`src/rtl/rx_link_ctrl_if.sv`:
```
// Host/decoder-facing signal bundle for rx_link_ctrl: link requests, decoder events and state/credit outputs.
interface rx_link_ctrl_if;
    localparam int unsigned CR_W = 6;
    localparam int unsigned ST_W = 3;

    logic            linkStart;
    logic            autoStart;
    logic            linkDisable;
    logic            gotNull;
    logic            gotFct;
    logic            gotNchar;
    logic            rxError;
    logic            fctSent;
    logic [CR_W-1:0] freeSlots;

    logic [ST_W-1:0] state;
    logic            rxEnable;
    logic            txEnable;
    logic            sendNulls;
    logic            sendFcts;
    logic            linkUp;
    logic            fctRequest;
    logic [CR_W-1:0] rxCredit;
    logic            creditError;

    modport master (
        output linkStart, autoStart, linkDisable, gotNull, gotFct, gotNchar, rxError, fctSent, freeSlots,
        input  state, rxEnable, txEnable, sendNulls, sendFcts, linkUp, fctRequest, rxCredit, creditError
    );

    modport slave (
        input  linkStart, autoStart, linkDisable, gotNull, gotFct, gotNchar, rxError, fctSent, freeSlots,
        output state, rxEnable, txEnable, sendNulls, sendFcts, linkUp, fctRequest, rxCredit, creditError
    );
endinterface

```
`src/rtl/rx_link_ctrl.sv`:
```
// Receive-side link state machine: ErrorReset..Run sequencing, start/timeout handling and FCT requests.
// Macro RX_CREDIT_EN enables receive-credit tracking and credit-violation detection.
module rx_link_ctrl #(
    parameter int unsigned T_6US4  = 64,
    parameter int unsigned T_12US8 = 128
) (
    input  logic          rxClk,
    input  logic          rxReset,
    rx_link_ctrl_if.slave link
);
    localparam int unsigned T_MAX    = (T_6US4 > T_12US8) ? T_6US4 : T_12US8;
    localparam int unsigned TMR_W    = $clog2(T_MAX + 1);
    localparam int unsigned CR_W     = 6;
    localparam int unsigned CRX_W    = CR_W + 1;
    localparam int unsigned FCT_STEP = 8;
    localparam int unsigned CR_MAX   = 56;

    typedef enum logic [2:0] {
        ST_ERR_RESET  = 3'd0,
        ST_ERR_WAIT   = 3'd1,
        ST_READY      = 3'd2,
        ST_STARTED    = 3'd3,
        ST_CONNECTING = 3'd4,
        ST_RUN        = 3'd5
    } state_e;

    state_e           state_q, state_d;
    logic [TMR_W-1:0] timer_q, timer_d;
    logic             null_seen_q, null_seen_d;
    logic [CR_W-1:0]  credit_q, credit_d;
    logic             credit_err_q, credit_err_c;
    logic             fct_req_q, fct_req_d;
    logic             rx_en_q, rx_en_d;
    logic             tx_en_q, tx_en_d;
    logic             send_nulls_q, send_nulls_d;
    logic             send_fcts_q, send_fcts_d;
    logic             link_up_q, link_up_d;

    logic             reset_done_c;
    logic             timeout_c;
    logic             link_err_c;
    logic             link_active_d;

    assign reset_done_c  = (timer_q == TMR_W'(T_6US4 - 1));
    assign timeout_c     = (timer_q == TMR_W'(T_12US8 - 1));
    assign link_err_c    = link.rxError || credit_err_c;
    assign link_active_d = (state_d == ST_CONNECTING) || (state_d == ST_RUN);

    // Next state and nullSeen; event priority: error > disable > FCT/N-char > NULL > timeout.
    always_comb begin
        state_d     = state_q;
        null_seen_d = null_seen_q;
        case (state_q)
            ST_ERR_RESET: begin
                null_seen_d = 1'b0;
                if (reset_done_c) state_d = ST_ERR_WAIT;
            end
            ST_ERR_WAIT: begin
                if (link.gotNull) null_seen_d = 1'b1;
                if (link.rxError || link.gotFct || link.gotNchar) state_d = ST_ERR_RESET;
                else if (timeout_c)                               state_d = ST_READY;
            end
            ST_READY: begin
                if (link.gotNull) null_seen_d = 1'b1;
                if (link.rxError || link.gotFct || link.gotNchar) begin
                    state_d = ST_ERR_RESET;
                end else if (!link.linkDisable &&
                             (link.linkStart || (link.autoStart && null_seen_q))) begin
                    state_d = ST_STARTED;
                end
            end
            ST_STARTED: begin
                if (link.gotNull) null_seen_d = 1'b1;
                if (link_err_c || link.linkDisable)     state_d = ST_ERR_RESET;
                else if (link.gotFct || link.gotNchar)  state_d = ST_ERR_RESET;
                else if (link.gotNull)                  state_d = ST_CONNECTING;
                else if (timeout_c)                     state_d = ST_ERR_RESET;
            end
            ST_CONNECTING: begin
                if (link_err_c || link.linkDisable) state_d = ST_ERR_RESET;
                else if (link.gotNchar)             state_d = ST_ERR_RESET;
                else if (link.gotFct)               state_d = ST_RUN;
                else if (timeout_c)                 state_d = ST_ERR_RESET;
            end
            ST_RUN: begin
                if (link_err_c || link.linkDisable) state_d = ST_ERR_RESET;
            end
            default: state_d = ST_ERR_RESET;
        endcase
    end

    // Dwell timer restarts on every state change and saturates while parked.
    always_comb begin
        timer_d = timer_q;
        if (state_d != state_q)              timer_d = '0;
        else if (timer_q != {TMR_W{1'b1}})   timer_d = timer_q + TMR_W'(1);
    end

    // Link controls follow the state being entered so they line up with the state register.
    always_comb begin
        rx_en_d      = 1'b0;
        tx_en_d      = 1'b0;
        send_nulls_d = 1'b0;
        send_fcts_d  = 1'b0;
        link_up_d    = 1'b0;
        case (state_d)
            ST_ERR_WAIT, ST_READY: rx_en_d = 1'b1;
            ST_STARTED: begin
                rx_en_d      = 1'b1;
                tx_en_d      = 1'b1;
                send_nulls_d = 1'b1;
            end
            ST_CONNECTING: begin
                rx_en_d      = 1'b1;
                tx_en_d      = 1'b1;
                send_nulls_d = 1'b1;
                send_fcts_d  = 1'b1;
            end
            ST_RUN: begin
                rx_en_d      = 1'b1;
                tx_en_d      = 1'b1;
                send_nulls_d = 1'b1;
                send_fcts_d  = 1'b1;
                link_up_d    = 1'b1;
            end
            default: ;
        endcase
    end

`ifdef RX_CREDIT_EN
    logic in_credit_c;

    assign in_credit_c  = (state_q == ST_CONNECTING) || (state_q == ST_RUN);
    // A violating event leaves the credit as it was and forces the link down.
    assign credit_err_c = in_credit_c &&
                          ((link.gotNchar && (credit_q == '0)) ||
                           (link.fctSent  && (credit_q > CR_W'(CR_MAX - FCT_STEP))));

    always_comb begin
        credit_d = credit_q;
        if (in_credit_c && !credit_err_c) begin
            if (link.fctSent)  credit_d = credit_d + CR_W'(FCT_STEP);
            if (link.gotNchar) credit_d = credit_d - CR_W'(1);
        end
        if (!credit_err_c && !link_active_d) credit_d = '0;
    end

    assign fct_req_d = link_active_d &&
                       (({1'b0, credit_d} + CRX_W'(FCT_STEP)) <= {1'b0, link.freeSlots});
`else
    logic fct_sent_unused;

    assign fct_sent_unused = link.fctSent;
    assign credit_err_c    = 1'b0;
    assign credit_d        = '0;
    assign fct_req_d       = link_active_d && (link.freeSlots >= CR_W'(FCT_STEP));
`endif

    // State, timer and registered outputs.
    always_ff @(posedge rxClk) begin
        if (rxReset) begin
            state_q      <= ST_ERR_RESET;
            timer_q      <= '0;
            null_seen_q  <= 1'b0;
            credit_q     <= '0;
            credit_err_q <= 1'b0;
            fct_req_q    <= 1'b0;
            rx_en_q      <= 1'b0;
            tx_en_q      <= 1'b0;
            send_nulls_q <= 1'b0;
            send_fcts_q  <= 1'b0;
            link_up_q    <= 1'b0;
        end else begin
            state_q      <= state_d;
            timer_q      <= timer_d;
            null_seen_q  <= null_seen_d;
            credit_q     <= credit_d;
            credit_err_q <= credit_err_c;
            fct_req_q    <= fct_req_d;
            rx_en_q      <= rx_en_d;
            tx_en_q      <= tx_en_d;
            send_nulls_q <= send_nulls_d;
            send_fcts_q  <= send_fcts_d;
            link_up_q    <= link_up_d;
        end
    end

    assign link.state       = 3'(state_q);
    assign link.rxEnable    = rx_en_q;
    assign link.txEnable    = tx_en_q;
    assign link.sendNulls   = send_nulls_q;
    assign link.sendFcts    = send_fcts_q;
    assign link.linkUp      = link_up_q;
    assign link.fctRequest  = fct_req_q;
    assign link.rxCredit    = credit_q;
    assign link.creditError = credit_err_q;
endmodule

```
`src/flat_wrapper.sv`:
```
// flat-port wrapper written by rule: the top's interface ports become plain ports
module rx_link_ctrl_flat 
#(
    parameter int unsigned T_6US4  = 64,
    parameter int unsigned T_12US8 = 128
)
  (rxClk, rxReset, link_linkStart, link_autoStart, link_linkDisable, link_gotNull, link_gotFct, link_gotNchar, link_rxError, link_fctSent, link_freeSlots, link_state, link_rxEnable, link_txEnable, link_sendNulls, link_sendFcts, link_linkUp, link_fctRequest, link_rxCredit, link_creditError);
  rx_link_ctrl_if link_i ();
  input  logic rxClk;
  input  logic rxReset;
  input wire logic [$bits(link_i.linkStart)-1:0] link_linkStart;
  input wire logic [$bits(link_i.autoStart)-1:0] link_autoStart;
  input wire logic [$bits(link_i.linkDisable)-1:0] link_linkDisable;
  input wire logic [$bits(link_i.gotNull)-1:0] link_gotNull;
  input wire logic [$bits(link_i.gotFct)-1:0] link_gotFct;
  input wire logic [$bits(link_i.gotNchar)-1:0] link_gotNchar;
  input wire logic [$bits(link_i.rxError)-1:0] link_rxError;
  input wire logic [$bits(link_i.fctSent)-1:0] link_fctSent;
  input wire logic [$bits(link_i.freeSlots)-1:0] link_freeSlots;
  output wire logic [$bits(link_i.state)-1:0] link_state;
  output wire logic [$bits(link_i.rxEnable)-1:0] link_rxEnable;
  output wire logic [$bits(link_i.txEnable)-1:0] link_txEnable;
  output wire logic [$bits(link_i.sendNulls)-1:0] link_sendNulls;
  output wire logic [$bits(link_i.sendFcts)-1:0] link_sendFcts;
  output wire logic [$bits(link_i.linkUp)-1:0] link_linkUp;
  output wire logic [$bits(link_i.fctRequest)-1:0] link_fctRequest;
  output wire logic [$bits(link_i.rxCredit)-1:0] link_rxCredit;
  output wire logic [$bits(link_i.creditError)-1:0] link_creditError;
  assign link_i.linkStart = link_linkStart;
  assign link_i.autoStart = link_autoStart;
  assign link_i.linkDisable = link_linkDisable;
  assign link_i.gotNull = link_gotNull;
  assign link_i.gotFct = link_gotFct;
  assign link_i.gotNchar = link_gotNchar;
  assign link_i.rxError = link_rxError;
  assign link_i.fctSent = link_fctSent;
  assign link_i.freeSlots = link_freeSlots;
  assign link_state = link_i.state;
  assign link_rxEnable = link_i.rxEnable;
  assign link_txEnable = link_i.txEnable;
  assign link_sendNulls = link_i.sendNulls;
  assign link_sendFcts = link_i.sendFcts;
  assign link_linkUp = link_i.linkUp;
  assign link_fctRequest = link_i.fctRequest;
  assign link_rxCredit = link_i.rxCredit;
  assign link_creditError = link_i.creditError;
  rx_link_ctrl #(.T_6US4(T_6US4), .T_12US8(T_12US8)) u_core (.rxClk(rxClk), .rxReset(rxReset), .link(link_i));
endmodule
```
`config.mk`:
```
export PLATFORM = sky130hd
export DESIGN_NAME = rx_link_ctrl_flat
export DESIGN_NICKNAME = d
export VERILOG_FILES = /design/src/rtl/rx_link_ctrl_if.sv /design/src/rtl/rx_link_ctrl.sv /design/src/flat_wrapper.sv
export SDC_FILE = /design/constraint.sdc
export NUM_CORES = 1
export LEC_CHECK = 0
export BUFFER_PORTS_ARGS = -buffer_cell sky130_fd_sc_hd__buf_2
export CAP_MARGIN = 20
export CORE_UTILIZATION = 29
export CTS_CLUSTER_SIZE = 30
export DETAILED_ROUTE_END_ITERATION = 10
export HOLD_SLACK_MARGIN = 0.12
export SLEW_MARGIN = 0
export SYNTH_ARGS = -nofsm -noshare
export SYNTH_HDL_FRONTEND = slang
export SYNTH_SLANG_ARGS = --single-unit
```
`constraint.sdc`:
```
create_clock -name rxClk -period 2.7 [get_ports rxClk]
set_input_delay 0.675 -clock rxClk [delete_from_list [all_inputs] [get_ports rxClk]]
set_output_delay 0.675 -clock rxClk [all_outputs]
set_load 0.01 [all_outputs]
```
Yosys cells after proc, flatten, opt, wreduce, memory -nomap -nowiden
Cells that the tools add are included.
{ "totals": {"regBits": 17, "inputBits": 16, "output_inout_bits": 16} }
{ "classes": {"n_addsub": 1, "order_cmp": 1, "n_eq_ne": 15, "mux": 20, "n_reduce_logical": 18} }
{ "op_table": {"columns": ["cell", "n"], "rows": [
  ["3-bit two-way mux", 13],
  ["3-bit one-hot mux with 6 select lines", 1],
  ["3-bit by 2-bit equality test with 1-bit output, second input constant", 4],
  ["3-bit equality test, second input constant", 4],
  ["8-bit by 1-bit adder with 8-bit output, second input constant", 1],
  ["8-bit by 6-bit equality test with 1-bit output, second input constant", 1],
  ["8-bit by 7-bit equality test with 1-bit output, second input constant", 1],
  ["8-bit != test, second input constant", 1],
  ["3-bit by 1-bit equality test with 1-bit output, second input constant", 2],
  ["6-bit by 4-bit >= comparator with 1-bit output, second input constant", 1],
  ["1-bit logical OR", 6],
  ["3-bit OR reduction", 2],
  ["1-bit two-way mux", 5],
  ["5-bit OR reduction", 1],
  ["2-bit OR reduction", 2],
  ["1-bit logical AND", 3],
  ["3-bit logical NOT", 1],
  ["3-bit != test", 1],
  ["2-bit by 1-bit != test with 1-bit output, second input constant", 1],
  ["1-bit one-hot mux with 2 select lines", 1],
  ["2-bit AND reduction", 1],
  ["2-bit nonzero test", 1],
  ["1-bit logical NOT", 1]
]} }

Longest topological paths before layout
Gate-level depths: netlist (run 1).
{ "depth": {"ltp_word": 9, "ltp_mapped": 7} }

Worst setup path before layout (run 1)
OpenSTA, ideal clock, no wires.
{ "synth_path": {"path_type": "input -> register", "startpoint": "input port link_gotFct", "endpoint": "register u_core.timer_q[4]", "setup_time_ns": 0.139, "arrival_time_ns": 2.184, "t_required_ns": 2.561, "path_slack_ns": 0.377, "path_stages": 6, "n_path_buf": 0, "cell_sequence": "or4_4 -> or3_4 -> a21oi_2 -> a311oi_2 -> mux2i_2 -> nor3_1"} }
{ "synth_via": {"elab_chain_cells": 6} }
{ "synth_rtl": {"columns": ["element", "line_no", "rtl"], "rows": [
  ["start, declared", "flat_wrapper.sv:15", "input wire logic [$bits(link_i.gotFct)-1:0] link_gotFct;"],
  ["3-bit two-way mux, or another cell as far along", "rx_link_ctrl.sv:82", "else if (link.gotFct) state_d = ST_RUN;"],
  ["3-bit two-way mux, or another cell as far along", "rx_link_ctrl.sv:81", "else if (link.gotNchar) state_d = ST_ERR_RESET;"],
  ["3-bit two-way mux (on tied branches)", null, null],
  ["3-bit one-hot mux with 6 select lines *", "rx_link_ctrl.sv:53", "case (state_q)"],
  ["3-bit != test *", "rx_link_ctrl.sv:95", "if (state_d != state_q) timer_d = '0;"],
  ["2-bit OR reduction (no source line) *", null, null],
  ["end signal, assigned", "rx_link_ctrl.sv:175", "timer_q <= timer_d;"],
  ["end, declared", "rx_link_ctrl.sv:28", "logic [TMR_W-1:0] timer_q, timer_d;"]
]} }
Every way passes the cells marked *; elsewhere a longest branch is shown, timed or not.
A chain may end at the register's enable or synchronous reset.

Worst setup path in the final report (run 1)
{ "layout_path": {"startpoint": "input port link_gotFct", "endpoint": "register u_core.timer_q[3]"} }
Same word-level chain as after synthesis.

==> key figures, run 1 <==
Setup path
  • CP max stage delay: 0.56 ns
  • Crit end category: register
  • Max stage delay cell, worst path: or4_4
  • Worst Path Arrival: 2.57 ns
  • Worst setup path category: in -> reg
  • Startpoint Class: input port
  • Crit-path cells: buf_2 -> or4_4 -> or3_4 -> a21oi_2 -> a311oi_2 -> mux2i_2 -> buf_4 -> nor4_1
  • Delay-heaviest family, CP: simple AND/OR/NAND/NOR gates
  • CP bufs+invs: 2
  • CP required: 2.89 ns
  • CP max FO: 8

Run status
  • Status: completed

Global routing
  • Overall global routing resource usage: 12.1%
  • Initial antenna violation count: 0
  • Largest net degree at the start of global routing: 17
  • GRT Residual Overflow: 0
  • First-pass GRT wire length: 3200 um
  • Vias in the first global route: 729

Clock tree
  • Clock Latency Late Sink: 0.29 ns
  • H-tree depth: 1
  • CTS tree: built
  • CTS resizes: 0
  • Root Driver: clkbuf_4
  • Clk buf depth: 2
  • Clock Pin Slew Worst Setup and Hold Paths: 0.10 ns
  • Quantity of hold-fixing buffers added after cts: 0
  • CTS Buf Count: 3
  • Post-CTS setup buffers: 0
  • Clock Sinks: 17

Synth
  • Top FF cell, synth: dfxtp_1
  • Ys Warns: 0
  • EDFF count, synth: 0
  • Sequential cell area fraction in the yosys report: 36.7%
  • Area share of the largest cell type after synthesis: 36.7%
  • Ys async rst share: 0%
  • Netlist cell types: 38
  • Syn_area_per_cell: 8.83 sq um
  • Yosys reg bits: 17
  • Synth top area cells: dfxtp_1 (37%), buf_4 (6.5%), nor4_1 (5.4%)
  • Mapped cell area: 927 sq um
  • Post-synth top area cell: dfxtp_1
  • Mapped Cells: 105

Die
  • IO Count: 32
  • Starting density of the core: 30.4%
  • Die Ht: 58.5 um
  • Std cell rows: 20
  • DIE WIDTH: 58.5 um
  • Core Area: 0.00305 sq mm
  • Die area: 0.00343 sq mm

Cells and area
  • Antenna diode count: 0
  • Syn-to-layout area delta: 16.7%
  • Area of the multi-input gates: 522 sq um
  • Storage element area: 340 sq um
  • Final #Nets: 145
  • Share of layout cells above drive strength 1: 29.1%
  • Fillers: 349
  • Final cell count without fillers: 171

Detailed routing
  • # DRC: 0
  • Met1 WL: 968 um
  • Routed WL: 1860 um
  • Routed Antenna Nets: 0
  • Via Count: 847
  • DR vias/cell: 4.95
  • Top Metal Used: met4
  • Per-cell routed wire length: 10.9 um
  • Length of routed met3 wiring: 78 um
  • Number of iterations in the first detailed-routing pass: 4
  • Drt initial violations: 60
  • Met2 routed WL: 797 um

Timing
  • Final max-slew violation count: 0
  • RSZ-0062 raised after global routing: no
  • Crit share post-route: 88.2%
  • Worst hold margin: 0.521 ns
  • TNS Setup: 0 ns
  • F_max: 0.420 GHz
  • Fin. Hold Viols: 0
  • Finish-stage setup viols: 0
  • Clk_skew: 0.00328 ns
  • Fin crit period: 2.38 ns

Place
  • GP Congestion: 0.791
  • DP HPWL: 1380 um
  • Port Buffers: 20
  • Dpl cells: 167

Pwr
  • Worst VDD drop: 0.000221 V
  • Pleak: 0.422 nW
  • PD cells: 395 mW/mm^2
  • Final Power: 0.428 mW

Min path
  • HP Class: reg -> reg

Run
  • Max Cap Violations: 0
## cell usage in the layout, fill, tap and decap left out, types with 2 or more instances in the layout
| master | synthesis | routed |
|---|---|---|
| nor4b_1 | 2 | 2 |
| o31a_1 | 2 | 2 |
| conb_1 | 1 | 7 |
| nand3_1 | 6 | 6 |
| buf_2 | 0 | 20 |
| nand4_1 | 2 | 2 |
| mux2i_1 | 2 | 2 |
| o21ai_0 | 3 | 3 |
| buf_4 | 8 | 3 |
| nor4_1 | 8 | 8 |
| o22ai_1 | 3 | 3 |
| nand2b_1 | 2 | 2 |
| a21oi_1 | 6 | 6 |
| clkbuf_4 | 0 | 3 |
| inv_1 | 4 | 4 |
| a31oi_1 | 3 | 3 |
| nor2_1 | 5 | 5 |
| nor3_1 | 8 | 8 |
| nand2_1 | 2 | 2 |
| dfxtp_1 | 17 | 17 |
## final timing paths
check / from / endpoint / slack [ns] / cells after the start
worst max-delay path: link_gotFct / u_core.timer_q[3]$_SDFFE_PP0P_ / 0.32 / 8
worst min-delay path: u_core.null_seen_q$_SDFFE_PP0P_ / u_core.null_seen_q$_SDFFE_PP0P_ / 0.52 / 2
worst max register to register: u_core.timer_q[0]$_SDFFE_PP0P_ / u_core.timer_q[3]$_SDFFE_PP0P_ / 0.38 / 8
worst min register to register: u_core.null_seen_q$_SDFFE_PP0P_ / u_core.null_seen_q$_SDFFE_PP0P_ / 0.52 / 2
## metrics by stage
| stage | instance area, sq um | worst slack, ns | util, % |
|---|---|---|---|
| 3_3_place_gp | 1050 | 0.0989 | 34.5 |
| 5_1_grt | 1080 | 0.173 | 35.5 |
| 2_1_floorplan | 950 | 0.377 | - |
| 3_5_place_dp | 1050 | 0.0190 | 34.5 |
| 4_1_cts | 1080 | 0.297 | 35.5 |
| 6_report | 1080 | 0.318 | 35.5 |
## metal layers
| layer | up-vias | GRT usage [%] |
|---|---|---|
| met5 | - | 0 |
| met3 | 4 | 1.98 |
| met4 | 0 | 5.10 |
| met1 | 394 | 17.5 |
| li1 | 426 | - |
| met2 | 23 | 17.6 |
## synth_stat cells, types with 2 or more instances
cell       n
o31a_1     2
nor4b_1    2
nand2_1    2
nand2b_1   2
nand4_1    2
nand3_1    6
a31oi_1    3
dfxtp_1   17
a21oi_1    6
inv_1      4
o22ai_1    3
clkbuf_1   2
buf_4      8
mux2i_1    2
o21ai_0    3
nor3_1     8
nor2_1     5
nor4_1     8
## tightest hold or removal path: cells and delay by family (launching register included)
family          cells  cell delay [ns]
simple gates        1             0.05
flops               1             0.32
compound gates      1             0.12
## logic make-up (layout without fill, tap and decap cells)
group	count (synthesis)	in the layout	synth area share, %
flops	17	17	36.7
simple gates	43	43	29.2
xor+xnor	2	2	1.89
mux	3	3	3.64
compound gates	23	23	17.4
fa+ha+maj	1	1	1.35
buf+inv	15	31	9.45
other cells	1	7	0.404
## area by class of cell
class	count	area share, %
multi-input combinational	79	48.2
timing repair buffer	23	11.3
clock inverter	1	0.462
tap	44	5.09
clock buffer	3	2.08
sequential	17	31.4
inverter	4	1.39
## power by group
part           internal [mW]  total, mW  switching [mW]  leakage [nW]
Combinational         0.0139     0.0340          0.0201         0.266
Clock                 0.0551      0.136          0.0805        0.0177
Sequential             0.254      0.258         0.00379         0.138
## state kept, by name (all words and copies together), names as in the netlist
register and flops:
u_core.link.fctRequest 1, u_core.link.linkUp 1, u_core.link.rxEnable 1, u_core.link.sendFcts 1
u_core.link.state 3, u_core.link.txEnable 1, u_core.null_seen_q 1, u_core.timer_q 8
Note: power is estimated with default switching activity, not from simulation.
==> run 2, diff against run 1 <==
--- a/config.mk
+++ b/config.mk
@@ -11,6 +11,7 @@
 export CTS_CLUSTER_SIZE = 30
 export DETAILED_ROUTE_END_ITERATION = 10
 export HOLD_SLACK_MARGIN = 0.12
+export RECOVER_POWER = 50
 export SLEW_MARGIN = 0
 export SYNTH_ARGS = -nofsm -noshare
 export SYNTH_HDL_FRONTEND = slang
==> run 2 against run 1 <==
Flip-flop and latch count is the same. Fmax about the same. Sequential power barely moved. Critical path depth unchanged. Final cell count unchanged. Sequential share of layout area rose by 0.33 points. Total power barely moved. Core utilization fell by 0.37 points. Critical path type unchanged. Critical endpoint unchanged. Highest routed layer unchanged.
==> key figures, run 2 (synthesis results as in run 1) <==
Clock tree
  • CTS resizes: 0 (unchanged)
  • Clock Sinks: 17 (unchanged)
  • H-tree depth: 1 (unchanged)
  • CTS Buf Count: 3 (unchanged)
  • Clock Latency Late Sink: 0.29 ns (about the same)
  • Quantity of hold-fixing buffers added after cts: 0 (unchanged)
  • Clock Pin Slew Worst Setup and Hold Paths: 0.10 ns (about the same)
  • Post-CTS setup buffers: 0 (unchanged)
  • Clk buf depth: 2 (unchanged)
  • Root Driver: clkbuf_4
  • CTS tree: built

Timing
  • RSZ-0062 raised after global routing: no
  • Finish-stage setup viols: 0 (unchanged)
  • Crit share post-route: 88.3% (about the same)
  • Final setup margin: 0.317 ns (-0.000612 ns)
  • Worst hold margin: 0.521 ns (+0.0000570 ns)
  • Final max-slew violation count: 0 (unchanged)
  • TNS Setup: 0 ns (unchanged)
  • Clk_skew: 0.00284 ns (-0.000434 ns)
  • Fin. Hold Viols: 0 (unchanged)
  • Fin crit period: 2.38 ns (+0.000612 ns)
  • F_max: 0.420 GHz (about the same)

Die
  • DIE WIDTH: 58.5 um (unchanged)
  • Core Area: 0.00305 sq mm (unchanged)
  • Starting density of the core: 30.4% (unchanged)
  • IO Count: 32 (unchanged)
  • Die area: 0.00343 sq mm (unchanged)
  • Die Ht: 58.5 um (unchanged)
  • Std cell rows: 20 (unchanged)

Setup path
  • Worst Path Arrival: 2.57 ns (about the same)
  • CP max FO: 8 (unchanged)
  • Crit-path cells: buf_2 -> or4_4 -> or3_4 -> a21oi_2 -> a311oi_2 -> mux2i_2 -> buf_4 -> nor4_1
  • Worst setup path category: in -> reg
  • Startpoint Class: input port
  • Crit end category: register
  • CP required: 2.89 ns (about the same)
  • Max stage delay cell, worst path: or4_4
  • CP max stage delay: 0.56 ns (about the same)

Global routing
  • Vias in the first global route: 729 (unchanged)
  • GRT Residual Overflow: 0 (unchanged)
  • Overall global routing resource usage: 12.1% (unchanged)
  • First-pass GRT wire length: 3200 um (unchanged)
  • Largest net degree at the start of global routing: 17 (unchanged)
  • Initial antenna violation count: 0 (unchanged)

Cells and area
  • Most common cell after layout, fill and taps aside: dfxtp_1
  • Final #Nets: 145 (unchanged)
  • Syn-to-layout area delta: 15.5%
  • Share of layout cells above drive strength 1: 22.0% (-7.1 points)
  • Most frequent cells in the layout: dfxtp_1 (17), buf_2 (11), clkbuf_1 (9), nor3_1 (8), nor4_1 (8)
  • Biggest register: u_core.timer_q
  • Final cell count without fillers: 171 (unchanged)
  • Fin util: 35.1% (-0.37 points)
  • Fin area: 0.00107 sq mm (-1.0%)
  • Number of flip-flops in the largest register: 8 (unchanged)
  • Antenna diode count: 0 (unchanged)

Place
  • Pre-CTS WS: 0.0190 ns (unchanged)
  • DP HPWL: 1380 um (unchanged)
  • Placed cell areas: 0.00105 sq mm (unchanged)
  • Port Buffers: 20 (unchanged)
  • Dpl cells: 167 (unchanged)
  • GP Congestion: 0.791 (unchanged)

Detailed routing
  • DR vias/cell: 4.91 (-0.94%)
  • Number of iterations in the first detailed-routing pass: 4 (unchanged)
  • Routed WL: 1860 um (about the same)
  • # DRC: 0 (unchanged)
  • Via Count: 839 (-0.94%)
  • Drt initial violations: 60 (unchanged)
  • Routed Antenna Nets: 0 (unchanged)
  • Per-cell routed wire length: 10.9 um (about the same)

Run
  • Max Cap Violations: 0 (unchanged)

Pwr
  • PD cells: 399 mW/mm^2 (+1.1%)
  • Pleak: 0.382 nW (-9.4%)
  • Final Power: 0.428 mW (about the same)
  • Worst VDD drop: 0.000222 V (+0.19%)

Min path
  • HP Class: reg -> reg

Run status
  • Status: completed
-- run 2: cell types whose count changed in the layout (fill, tap and decap cells not counted) --
cell,change
buf_2,-9
clkbuf_1,+9
-- run 2: metal layers --
layer	vias up	wire length (um)	track usage (%)
li1	426	-	-
met5	-	0	0
met4	0	14	5.10
met1	387	959	17.5
met3	2	78	1.98
met2	24	811	17.6
-- run 2: path summary, 6_finish.rpt --
| path | slack [ns] | startpoint | depth (start not counted) | end |
|---|---|---|---|---|
| worst max-delay path | 0.32 | link_gotFct | 8 | u_core.timer_q[3]$_SDFFE_PP0P_ |
| worst min register to register | 0.52 | u_core.null_seen_q$_SDFFE_PP0P_ | 2 | u_core.null_seen_q$_SDFFE_PP0P_ |
| worst max register to register | 0.38 | u_core.timer_q[0]$_SDFFE_PP0P_ | 8 | u_core.timer_q[3]$_SDFFE_PP0P_ |
| worst min-delay path | 0.52 | u_core.null_seen_q$_SDFFE_PP0P_ | 2 | u_core.null_seen_q$_SDFFE_PP0P_ |
-- run 2: power breakdown --
part	switching [mW]	internal (mW)	total [mW]
sequential	0.00378	0.254	0.258
clock	0.0807	0.0551	0.136
combinational	0.0200	0.0139	0.0339
-- run 2: layout make-up --
cell class / count / area [sq um]
well taps: 44 / 55.1
inverters: 4 / 15.0
multi-input cells: 79 / 522
repair buffers: 23 / 111
clock inverters: 1 / 5.00
flip-flops and latches: 17 / 340
fillers: 350 / 1980
clock buffers: 3 / 22.5
-- run 2: worst max-delay path: cells and delay by family --
| kind | cells | cell delay, ns |
|---|---|---|
| muxes | 1 | 0.18 |
| and+or+nand+nor | 3 | 1.19 |
| buffers and inverters | 2 | 0.30 |
| AOI/OAI and AO/OA | 2 | 0.22 |
==> run 3, diff against run 2 <==
--- a/config.mk
+++ b/config.mk
@@ -5,12 +5,15 @@
 export SDC_FILE = /design/constraint.sdc
 export NUM_CORES = 1
 export LEC_CHECK = 0
-export BUFFER_PORTS_ARGS = -buffer_cell sky130_fd_sc_hd__buf_2
 export CAP_MARGIN = 20
+export CELL_PAD_IN_SITES_DETAIL_PLACEMENT = 1
+export CELL_PAD_IN_SITES_GLOBAL_PLACEMENT = 1
 export CORE_UTILIZATION = 29
 export CTS_CLUSTER_SIZE = 30
 export DETAILED_ROUTE_END_ITERATION = 10
+export DONT_BUFFER_PORTS = 1
 export HOLD_SLACK_MARGIN = 0.12
+export PLACE_DENSITY_LB_ADDON = 0.1
 export RECOVER_POWER = 50
 export SLEW_MARGIN = 0
 export SYNTH_ARGS = -nofsm -noshare
==> run 3 against run 2 <==
First-iteration DRC count is 48% lower. Global-route usage increased by 2.4 points. Sequential share of layout area up 2.6 points. Non-clock buffer count decreased by 18. Worst hold slack lost 0.082 ns. Die area did not move. Setup slack improved by 0.0095 ns. Fmax is 0.40% higher. Routed wire length rose by 16%. Clock power about the same. Largest power group unchanged.
==> key figures, run 3 (synthesis results as in run 1) <==
Pwr
  • PD cells: 422 mW/mm^2 (+5.7%)
  • Sw Share: 23.9% (-0.52 points)
  • Clock power share: 33.3% (+1.6 points)
  • Final Power: 0.418 mW (-2.4%)
  • Pleak: 0.330 nW (-13%)
  • Sequential share of power: 61.8% (+1.5 points)
  • Comb power frac: 4.9% (-3.0 points)
  • Worst VDD drop: 0.000168 V (-24%)
  • NetSw: 0.0998 mW (-4.4%)
  • P_int: 0.318 mW (-1.7%)

Setup path
  • CP max stage delay: 0.40 ns (-0.16 ns)
  • Worst Path Arrival: 2.57 ns (about the same)
  • CP max FO: 8 (unchanged)
  • Max stage delay cell, worst path: dfxtp_1
  • CP bufs+invs: 1 (-1)
  • Crit end category: register
  • Startpoint Class: register
  • Delay-heaviest family, CP: simple AND/OR/NAND/NOR gates
  • Crit-path cells: ha_1 -> and4_4 -> nor3b_4 -> a21oi_2 -> a311oi_2 -> mux2i_2 -> buf_4 -> nor4_1
  • Reg2reg start: u_core.timer_q[0]$_SDFFE_PP0P_
  • Worst setup path category: reg -> reg
  • Crit path launch: u_core.timer_q[0]$_SDFFE_PP0P_
  • CP required: 2.90 ns (about the same)

Cells and area
  • Most frequent cells in the layout: dfxtp_1 (17), nor3_1 (8), nor4_1 (8), conb_1 (7)
  • Fin util: 32.4% (-2.7 points)
  • Syn-to-layout area delta: 6.75%
  • Fillers: 386 (+10%)
  • Storage element area: 340 sq um (unchanged)
  • Number of flip-flops in the largest register: 8 (unchanged)
  • Final #Nets: 127 (-12%)
  • Biggest register: u_core.timer_q
  • Antenna diode count: 0 (unchanged)
  • Final cell count without fillers: 153 (-11%)
  • Area of the multi-input gates: 522 sq um (unchanged)
  • Share of layout cells above drive strength 1: 15.6% (-6.5 points)
  • Most common cell after layout, fill and taps aside: dfxtp_1
  • Fin area: 990 sq um (-7.6%)

Place
  • Dpl cells: 149 (-11%)
  • Pre-CTS WS: 0.121 ns (+0.102 ns)
  • Placed cell areas: 970 sq um (-8.1%)
  • Port Buffers: 0 (-100%)
  • GP Congestion: 0.732 (-7.5%)
  • DP HPWL: 1650 um (+19%)

Timing
  • Worst rel slew slack: 65.4%
  • Final max-slew violation count: 0 (unchanged)
  • TNS Setup: 0 ns (unchanged)
  • RSZ-0062 raised after global routing: no
  • Fin. Hold Viols: 0 (unchanged)
  • Fin crit period: 2.37 ns (-0.00948 ns)
  • Finish-stage setup viols: 0 (unchanged)
  • Worst Tran Pin Value: 0.519 ns
  • Clk_skew: 0.00326 ns (+0.000416 ns)
  • Worst hold margin: 0.439 ns (-0.0825 ns)
  • F_max: 0.421 GHz (+0.40%)
  • Final setup margin: 0.326 ns (+0.00948 ns)
  • Crit share post-route: 87.9% (-0.35 points)

Detailed routing
  • DR vias/cell: 5.20 (+6.0%)
  • # DRC: 0 (unchanged)
  • Routed WL: 2160 um (+16%)
  • Per-cell routed wire length: 14.1 um (+30%)
  • Drt initial violations: 31 (-48%)
  • Routed Antenna Nets: 0 (unchanged)
  • Number of iterations in the first detailed-routing pass: 3 (-1)
  • Via Count: 796 (-5.1%)

Clock tree
  • Clk buf depth: 2 (unchanged)
  • Clock Sinks: 17 (unchanged)
  • Post-CTS setup buffers: 0 (unchanged)
  • Root Driver: clkbuf_4
  • Quantity of hold-fixing buffers added after cts: 0 (unchanged)
  • H-tree depth: 1 (unchanged)
  • Clock Latency Late Sink: 0.29 ns (about the same)
  • CTS Buf Count: 3 (unchanged)
  • Clock Pin Slew Worst Setup and Hold Paths: 0.10 ns (about the same)
  • CTS tree: built
  • CTS resizes: 0 (unchanged)

Die
  • Starting density of the core: 30.4% (unchanged)
  • Std cell rows: 20 (unchanged)
  • Core Area: 0.00305 sq mm (unchanged)
  • Die Ht: 58.5 um (unchanged)
  • IO Count: 32 (unchanged)
  • DIE WIDTH: 58.5 um (unchanged)
  • Die area: 0.00343 sq mm (unchanged)

Global routing
  • Overall global routing resource usage: 14.4% (+2.4 points)
  • GRT Residual Overflow: 0 (unchanged)
  • Largest net degree at the start of global routing: 17 (unchanged)
  • First-pass GRT wire length: 3740 um (+17%)
  • Vias in the first global route: 825 (+13%)
  • Initial antenna violation count: 0 (unchanged)

Run
  • Max Cap Violations: 0 (unchanged)

Min path
  • Hold Path Origin: rxReset
  • HP Class: in -> reg

Run status
  • Status: completed
## run 3: layout make-up
cell class | count | share of cell area [%]
clock buffers | 3 | 2.28
clock inverters | 1 | 0.506
inverters | 4 | 1.52
multi-input cells | 79 | 52.7
flip-flops and latches | 17 | 34.4
well taps | 44 | 5.56
repair buffers | 5 | 3.03
## run 3: worst paths after layout
kind | endpoint | slack, ns | cells after the start
min reg2reg | u_core.null_seen_q$_SDFFE_PP0P_ | 0.53 | 2
max | u_core.timer_q[0]$_SDFFE_PP0P_ | 0.33 | 8
min | u_core.link.rxEnable$_SDFF_PP0_ | 0.44 | 1
max reg2reg | u_core.timer_q[0]$_SDFFE_PP0P_ | 0.33 | 8
## run 3: metal layers
metal	global-route usage [%]	vias up	part of all wire, %
li1	-	389	-
met4	5.10	0	1.1
met1	19.0	383	48
met5	0	-	0
met2	23.5	20	47
met3	2.86	4	4.2
## run 3: power by group through the flow
stage | Combinational (mW) | Clock, mW | Sequential [mW]
after floorplan | 0.0273 | 0 | 0.263
after global placement | 0.0201 | 0 | 0.264
after detailed placement | 0.0205 | 0 | 0.264
after CTS | 0.0207 | 0.146 | 0.258
after global routing | 0.0243 | 0.160 | 0.259
final | 0.0205 | 0.139 | 0.258
